`config.mk`:
```
export PLATFORM = sky130hd
export DESIGN_NAME = elastic_pipe
export DESIGN_NICKNAME = d
export VERILOG_FILES = /design/src/rtl/elastic_pipe.sv
export SDC_FILE = /design/constraint.sdc
export NUM_CORES = 1
export LEC_CHECK = 0
export CORE_UTILIZATION = 55
export DETAILED_ROUTE_END_ITERATION = 6
export PLACE_DENSITY = 0.74
export SLEW_MARGIN = 10
export SYNTH_ARGS = -nofsm -noshare
export SYNTH_HDL_FRONTEND = slang
export SYNTH_SLANG_ARGS = --single-unit
```
`constraint.sdc`:
```
create_clock -name clk -period 2.44 [get_ports clk]
set_input_delay 0.488 -clock clk [delete_from_list [all_inputs] [get_ports clk]]
set_output_delay 0.488 -clock clk [all_outputs]
set_load 0.005 [all_outputs]
```
`src/rtl/elastic_pipe.sv`:
```
// elastic_pipe: STAGES-deep valid/ready pipeline; each stage ORs in one bit and owns a
// one-entry skid buffer. Defining ELASTIC_PIPE_PERF_EN adds accepted/stall counters.
module elastic_pipe #(
    parameter int WIDTH  = 32,
    parameter int STAGES = 5,
    parameter int OCC_W  = $clog2(2*STAGES+1)
) (
    input  logic             clk,
    input  logic             reset_n,
    input  logic [WIDTH-1:0] in_data,
    input  logic             in_valid,
    output logic             in_ready,
    output logic [WIDTH-1:0] out_data,
    output logic             out_valid,
    input  logic             out_ready,
    input  logic             flush,
`ifdef ELASTIC_PIPE_PERF_EN
    output logic [OCC_W-1:0] occupancy,
    output logic [31:0]      accepted_cnt,
    output logic [31:0]      stall_cnt
`else
    output logic [OCC_W-1:0] occupancy
`endif
);
    // Index gi carries the word offered to stage gi; index STAGES is the pipe output.
    logic [STAGES:0]  fwd_valid;
    logic [WIDTH-1:0] fwd_data [STAGES+1];
    logic [STAGES:0]  rdy;

    assign fwd_valid[0] = in_valid;
    assign fwd_data[0]  = in_data;
    assign rdy[STAGES]  = out_ready;

    generate
        for (genvar gi = 0; gi < STAGES; gi++) begin : g_stage
            localparam logic [WIDTH-1:0] STAGE_MASK = WIDTH'(1) << (gi % WIDTH);

            logic [WIDTH-1:0] main_data_reg;
            logic [WIDTH-1:0] skid_data_reg;
            logic             main_valid_reg;
            logic             skid_full_reg;
            logic [WIDTH-1:0] word;
            logic             arrive;
            logic             take;

            assign word   = fwd_data[gi] | STAGE_MASK;
            assign arrive = fwd_valid[gi] && !skid_full_reg;
            assign take   = main_valid_reg && rdy[gi+1];

            always_ff @(posedge clk) begin
                if (!reset_n) begin
                    main_data_reg  <= '0;
                    skid_data_reg  <= '0;
                    main_valid_reg <= 1'b0;
                    skid_full_reg  <= 1'b0;
                end else if (flush) begin
                    main_valid_reg <= 1'b0;
                    skid_full_reg  <= 1'b0;
                end else if (take) begin
                    if (skid_full_reg) begin
                        // ready was low this cycle, so nothing can arrive alongside
                        main_data_reg <= skid_data_reg;
                        skid_full_reg <= 1'b0;
                    end else begin
                        main_valid_reg <= arrive;
                        if (arrive) begin
                            main_data_reg <= word;
                        end
                    end
                end else if (!main_valid_reg) begin
                    main_valid_reg <= arrive;
                    if (arrive) begin
                        main_data_reg <= word;
                    end
                end else if (arrive) begin
                    skid_data_reg <= word;
                    skid_full_reg <= 1'b1;
                end
            end

            assign fwd_valid[gi+1] = main_valid_reg;
            assign fwd_data[gi+1]  = main_data_reg;
            assign rdy[gi]         = !skid_full_reg;
        end
    endgenerate

    assign in_ready  = rdy[0];
    assign out_valid = fwd_valid[STAGES];
    assign out_data  = fwd_data[STAGES];

    logic             up_xfer;
    logic             down_xfer;
    logic [OCC_W-1:0] occ_reg;

    assign up_xfer   = in_valid && in_ready;
    assign down_xfer = out_valid && out_ready;

    // Tracks the popcount of all valid/full bits incrementally from the two handshakes.
    always_ff @(posedge clk) begin
        if (!reset_n) begin
            occ_reg <= '0;
        end else if (flush) begin
            occ_reg <= '0;
        end else begin
            occ_reg <= occ_reg + OCC_W'(up_xfer) - OCC_W'(down_xfer);
        end
    end

    assign occupancy = occ_reg;

`ifdef ELASTIC_PIPE_PERF_EN
    logic [31:0] accepted_cnt_reg;
    logic [31:0] stall_cnt_reg;

    always_ff @(posedge clk) begin
        if (!reset_n) begin
            accepted_cnt_reg <= '0;
            stall_cnt_reg    <= '0;
        end else if (flush) begin
            accepted_cnt_reg <= '0;
            stall_cnt_reg    <= '0;
        end else begin
            if (up_xfer) begin
                accepted_cnt_reg <= accepted_cnt_reg + 32'd1;
            end
            if (out_valid && !out_ready && (stall_cnt_reg != 32'hFFFF_FFFF)) begin
                stall_cnt_reg <= stall_cnt_reg + 32'd1;
            end
        end
    end

    assign accepted_cnt = accepted_cnt_reg;
    assign stall_cnt    = stall_cnt_reg;
`endif

endmodule

```
==> results of run 1 <==
==> worst paths after layout <==
| check | slack [ns] | cells after the start | to | from |
|---|---|---|---|---|
| min reg2reg | 0.47 | 2 | g_stage[3].main_data_reg[21] | g_stage[3].skid_data_reg[21] |
| min | 0.44 | 2 | g_stage[3].skid_data_reg[28] | reset_n |
| max | 0.36 | 1 | out_valid | out_valid |
| max reg2reg | 0.40 | 3 | g_stage[1].skid_data_reg[26] | g_stage[1].main_valid_reg |
==> per-layer routing <==
layer	vias to the layer above	wire, µm	track usage, %
met1	5391	14700	33.1
met2	302	14700	40.0
met5	-	0	0
li1	5587	-	-
met3	45	1410	2.89
met4	0	548	6.52
==> final cells by class <==
cell class                 instances  area share (%)
tap                              330            2.60
clock inverter                     8           0.787
clock buffer                      52            6.41
sequential                       314            39.5
inverter                          12           0.315
timing repair buffer             120            7.49
multi-input combinational       1011            42.9
==> power by group <==
| part | internal (mW) | switching (mW) | total [mW] |
|---|---|---|---|
| Sequential | 5.19 | 0.0616 | 5.25 |
| Combinational | 0.203 | 0.278 | 0.481 |
| Clock | 3.21 | 2.02 | 5.23 |
==> through the flow <==
stage               setup slack, ns  hold WS (ns)  util [%]
global placement             0.0478         0.450      58.8
floorplan                     0.556         0.437         -
finish                        0.361         0.441      63.3
global route                  0.240         0.447      63.3
detailed placement           0.0404         0.460      58.8
CTS                           0.347         0.425      63.3
==> logic make-up (layout without fill, tap and decap cells) <==
| family | after synthesis | after routing | synth area share, % |
|---|---|---|---|
| buffers and inverters | 188 | 192 | 6.89 |
| AOI/OAI and AO/OA | 628 | 628 | 33.7 |
| xor gates and xnor gates | 2 | 2 | 0.125 |
| muxes | 3 | 3 | 0.267 |
| DFF | 314 | 314 | 44.8 |
| and+or+nand+nor | 374 | 374 | 13.8 |
| adders and majority gates | 4 | 4 | 0.410 |
==> placed cells by master (no fill, tap or decap), types with 7 or more instances in the layout <==
master	count
nand3_1	90
a21o_1	9
o21a_1	92
nor3_1	8
nand2_1	149
o211a_1	7
o221a_2	24
a21oi_1	185
nor3b_1	12
buf_12	10
nor2b_1	8
dfxtp_1	312
o21ai_0	100
clkbuf_8	8
clkbuf_16	35
and3_1	58
a311oi_1	28
a311oi_2	44
nor2_1	9
clkbuf_1	9
clkdlybuf4s50_1	67
inv_1	9
o221a_1	39
buf_4	42
nor4bb_1	7
a21boi_0	57
o32a_1	26
==> results.txt, run 1 <==
----------------------------------------------------
[STA]
  Setup clock skew after layout ... 0.0168 ns
  Hold Fails Final Rpt ... 0
  Max Clock Freq ... 481 MHz
  Final setup TNS ... 0 ns
  Max Transition Viols Final ... 0
  Setup Viol. Count Final ... 0
  Transition time of the tightest slew-check pin ... between 1 and 1.5 ns
  Unrepaired setup endpoints after global routing ... no
  Portion of the clock cycle consumed by the worst path in the final layout ... between 80% and 90%
  Relative slew slack ... 29.3%
  Final critical delay including setup and external delays ... approximately 2.1 ns

[Synth]
  Count of flip-flops with a built-in enable after synthesis ... 0
  Synth Cell Area ... 0.0140 mm²
  Cell taking the most area after synthesis ... dfxtp_1
  Syn Nets ... 1554
  Cell types with the highest counts after synthesis ... dfxtp_1 (314), a21oi_1 (185), nand2_1 (149), o21ai_0 (100), o21a_1 (92)
  Share of the synthesized area in the top cell type ... ~45%
  Most used DFF post-synth ... dfxtp_1
  Number of different library cells in the post-synthesis netlist ... between 50 and 60
  Most frequent cell after synthesis ... dfxtp_1
  Syn avg cell area ... around 9 µm²
  Flip-flop and latch count after synthesis ... 314
  Synth warnings ... 0
  Leading post-synthesis cells by cell area ... dfxtp_1 (45%), a21oi_1 (6.6%), o21a_1 (4.9%)
  Share of synthesized flip-flops with an asynchronous set or reset ... 0%
  Gate count of the mapped netlist ... about 1500
  Part of the Yosys area used for sequential elements ... between 40% and 50%

[Place]
  Placement Cell Area ... 0.0148 mm²
  Quantity of I/O buffers inserted on ports ... between 60 and 70
  Global placement routability congestion ... 0.758
  Placed wire-length estimate after detailed placement ... ~19000 µm
  Cell count after placement ... between 1500 and 2000

[Setup path]
  Nature of the critical path endpoint ... primary output
  Worst EP arrival ... 1.59 ns
  WP buf/inv ... 1
  CP max stage delay ... ~0.57 ns
  Maximum net fanout on the critical path ... 10
  Required time reported for the critical path endpoint ... between 1.5 and 2 ns
  Cell family contributing the most delay on the critical path ... buffers and inverters
  Ordered list of cells on the worst path ... clkdlybuf4s50_1
  Critical path class ... flip-flop to primary output
  Startpoint type of the worst setup path ... flip-flop
  Master of the slowest instance on the critical path ... clkdlybuf4s50_1

[Power and ir drop]
  Leakage ... roughly 5.4 nW
  Post-route total power ... between 10 and 15 mW
  Power per unit of standard cell area ... just under 700 mW/mm²
  VDD IR max ... between 0.6 and 0.7 mV

[Clock network]
  Post-CTS setup buffer count ... 0
  Root buffer cell ... clkbuf_16
  Clock buffers created by TritonCTS ... 34
  CTS max path bufs ... 3
  TritonCTS clock tree ... done
  Clock tree sinks ... ~310
  H-tree depth ... 2
  Clk_lat worst skew ... just over 0.5 ns
  Hold Buf Count CTS ... 0
  CTS clk-pin slew, worst paths ... roughly 0.060 ns
  Number of instances resized during post-cts repair ... 0

[Cells and area]
  Combined flip-flop and latch cell area ... between 0.006 and 0.007 mm²
  Summed area of non-filler cells in the final layout ... between 0.015 and 0.02 mm²
  Flip-flop count of the largest register after layout ... 150
  Number of filler instances in the final layout ... 2117
  Non-filler instance count after layout ... roughly 1800
  Inserted Diodes ... 0
  Multi-input gate area ... around 0.0068 mm²
  Synth-to-Final Area Change ... 13.3%
  Share of layout cells above drive strength 1 ... ~13%
  Final nets ... approximately 1500

[Drt]
  Number of optimization iterations in the first detailed-route pass ... 6
  Via Count ... 11325
  1st-iter DRT viols ... around 910
  Detail-routed via count per cell ... 6.13
  Final ANT Viol Nets ... 0
  Final Routed Wirelength ... between 30000 and 40000 µm
  DRC ... 0
  Avg WL per Cell ... ~17 µm

[Die]
  Die Span Y ... 162 µm
  Total core area ... around 0.025 mm²
  Die Footprint ... 0.0262 mm²
  Overall die width ... around 160 µm
  # IOs ... between 70 and 80
  Site row count ... 58
  Initial Util ... a little under three fifths

[GRT]
  GRT Overall Usage ... about a quarter
  Maximum number of pins on one net before global-route repair ... 62
  Via count of the first global-routing pass ... between 10000 and 15000
  Initial antenna violation count ... 0
  Wire length of the first global-routing pass ... about 54000 µm
  Aggregate global routing overflow ... 0

[Run status]
  Result of the run ... finished, final reports clean

[Worst hold path]
  Hold WC Path Type ... primary input to flip-flop

[Job]
  Total of max-cap violations ... 0

----------------------------------------------------
(Power assumes the default switching activity.)
==> run 2, diff against run 1 <==
--- a/config.mk
+++ b/config.mk
@@ -7,7 +7,7 @@
 export LEC_CHECK = 0
 export CORE_UTILIZATION = 55
 export DETAILED_ROUTE_END_ITERATION = 6
-export PLACE_DENSITY = 0.74
+export PLACE_DENSITY_LB_ADDON = 0.3
 export SLEW_MARGIN = 10
 export SYNTH_ARGS = -nofsm -noshare
 export SYNTH_HDL_FRONTEND = slang
==> results.txt, run 2 (synthesis results as in run 1) <==
----------------------------------------------------
[STA]
  Setup Viol. Count Final ... 0 (unchanged)
  Relative slew slack ... 41.2% (+12 points)
  Transition time of the tightest slew-check pin ... 0.881 ns (-0.178 ns)
  Hold Fails Final Rpt ... 0 (unchanged)
  Final critical delay including setup and external delays ... 2.10 ns (+0.0166 ns)
  Portion of the clock cycle consumed by the worst path in the final layout ... 85.9% (+0.68 points)
  Max Clock Freq ... 477 MHz (-0.79%)
  Final setup TNS ... 0 ns (unchanged)
  Worst-case hold slack ... 0.295 ns (-0.146 ns)
  Setup clock skew after layout ... 0.0204 ns (+0.00365 ns)
  Max Transition Viols Final ... 0 (unchanged)
  Unrepaired setup endpoints after global routing ... no

[Clock network]
  Post-CTS setup buffer count ... 0 (unchanged)
  TritonCTS clock tree ... done
  Clock buffers created by TritonCTS ... 34 (unchanged)
  Clk_lat worst skew ... 0.51 ns (about the same)
  Root buffer cell ... clkbuf_16
  CTS clk-pin slew, worst paths ... 0.06 ns (about the same)
  Clock tree sinks ... 314 (unchanged)
  H-tree depth ... 2 (unchanged)
  Number of instances resized during post-cts repair ... 0 (unchanged)
  Hold Buf Count CTS ... 0 (unchanged)
  CTS max path bufs ... 3 (unchanged)

[Setup path]
  Worst EP arrival ... 1.61 ns (+0.02 ns)
  Critical path class ... flip-flop to primary output
  Required time reported for the critical path endpoint ... 1.95 ns (about the same)
  CP max stage delay ... 0.57 ns (about the same)
  Nature of the critical path endpoint ... primary output
  Master of the slowest instance on the critical path ... clkdlybuf4s50_1
  WP buf/inv ... 1 (unchanged)
  Maximum net fanout on the critical path ... 10 (unchanged)
  Cell family contributing the most delay on the critical path ... buffers and inverters
  Ordered list of cells on the worst path ... clkdlybuf4s50_1
  Startpoint type of the worst setup path ... flip-flop

[Cells and area]
  Inserted Diodes ... 0 (unchanged)
  Summed area of non-filler cells in the final layout ... 0.0159 mm² (-0.29%)
  Utilization of the core after routing ... 63.1% (-0.18 points)
  Most frequent cells in the layout ... dfxtp_1 (312), a21oi_1 (185), nand2_1 (149)
  Flip-flop count of the largest register after layout ... 150 (unchanged)
  Most common library cell in the layout ignoring fill and taps ... dfxtp_1
  Synth-to-Final Area Change ... 13.0%
  Final nets ... 1534 (unchanged)
  Share of layout cells above drive strength 1 ... 12.9% (+0.13 points)

[GRT]
  Aggregate global routing overflow ... 0 (unchanged)
  Maximum number of pins on one net before global-route repair ... 71 (+15%)
  GRT Overall Usage ... 24.7% (+0.60 points)
  Via count of the first global-routing pass ... 10917 (+3.6%)
  Wire length of the first global-routing pass ... 54800 µm (+2.0%)
  Initial antenna violation count ... 0 (unchanged)

[Drt]
  Final Routed Wirelength ... 31600 µm (+0.84%)
  Via Count ... 11351 (+0.23%)
  1st-iter DRT viols ... 748 (-18%)
  Number of optimization iterations in the first detailed-route pass ... 5 (-1)
  Avg WL per Cell ... 17.1 µm (+0.84%)
  Final ANT Viol Nets ... 0 (unchanged)
  Detail-routed via count per cell ... 6.15 (+0.23%)
  DRC ... 0 (unchanged)

[Place]
  Global placement routability congestion ... 0.757 (-0.17%)
  Placed wire-length estimate after detailed placement ... 19100 µm (-0.89%)
  Quantity of I/O buffers inserted on ports ... 69 (unchanged)
  Placement Cell Area ... 0.0147 mm² (-0.42%)

[Die]
  Initial Util ... 55.9% (unchanged)
  Die Span Y ... 162 µm (unchanged)
  # IOs ... 75 (unchanged)
  Die Footprint ... 0.0262 mm² (unchanged)
  Total core area ... 0.0251 mm² (unchanged)
  Site row count ... 58 (unchanged)
  Overall die width ... 162 µm (unchanged)

[Run status]
  Result of the run ... finished, final reports clean

[Worst hold path]
  Hold WC Path Type ... primary input to flip-flop

[Job]
  Total of max-cap violations ... 0 (unchanged)

[Power and ir drop]
  Power per unit of standard cell area ... 691 mW/mm² (+0.24%)
  Leakage ... 5.39 nW (-0.13%)
  Post-route total power ... 11.0 mW (about the same)
  VDD IR max ... 0.543 mV (-18%)

----------------------------------------------------
-- run 2: report_power, final --
part,total [mW],switching [mW],internal (mW)
clock network,5.23,1.99,3.24
registers,5.25,0.0653,5.19
logic,0.467,0.274,0.193
-- run 2: routing by layer --
metal | global-route usage, % | share of wire [%] | vias up
met4 | 6.30 | 1.7 | 0
met3 | 2.99 | 4.3 | 43
li1 | - | - | 5610
met1 | 33.7 | 46 | 5436
met2 | 41.4 | 48 | 262
met5 | 0 | 0 | -
-- run 2: layout make-up --
type	count	area, µm²
Timing Repair Buffer	120	1130
Clock inverter	7	85.1
Inverter	12	50.0
Clock buffer	53	1080
Sequential cell	314	6290
Tap cell	330	413
Multi-Input combinational cell	1011	6810
Fill cell	2144	9250
-- run 2: worst paths after layout --
kind                                     from                      endpoint  slack (ns)  cells after the start
setup reg to reg    g_stage[1].main_valid_reg  g_stage[1].main_data_reg[25]        0.41                      3
hold reg to reg   g_stage[2].skid_data_reg[8]   g_stage[2].main_data_reg[8]        0.46                      2
setup / recovery                    out_valid                     out_valid        0.34                      1
hold / removal                        reset_n                  occupancy[0]        0.30                      2
-- run 2: per-stage QoR --
stage | setup WS (ns) | instances
after global routing | 0.297 | 1847
after detailed placement | 0.0248 | 1787
final | 0.344 | 1847
after CTS | 0.336 | 1847
after floorplan | 0.556 | 1513
after global placement | 0.0808 | 1787
-- run 2: worst reg2reg max path, delay by kind of cell (launching register included) --
kind	cells	cell delay, ns
compound gates	1	0.18
flops	1	0.74
mux	1	0.50
simple gates	1	0.47
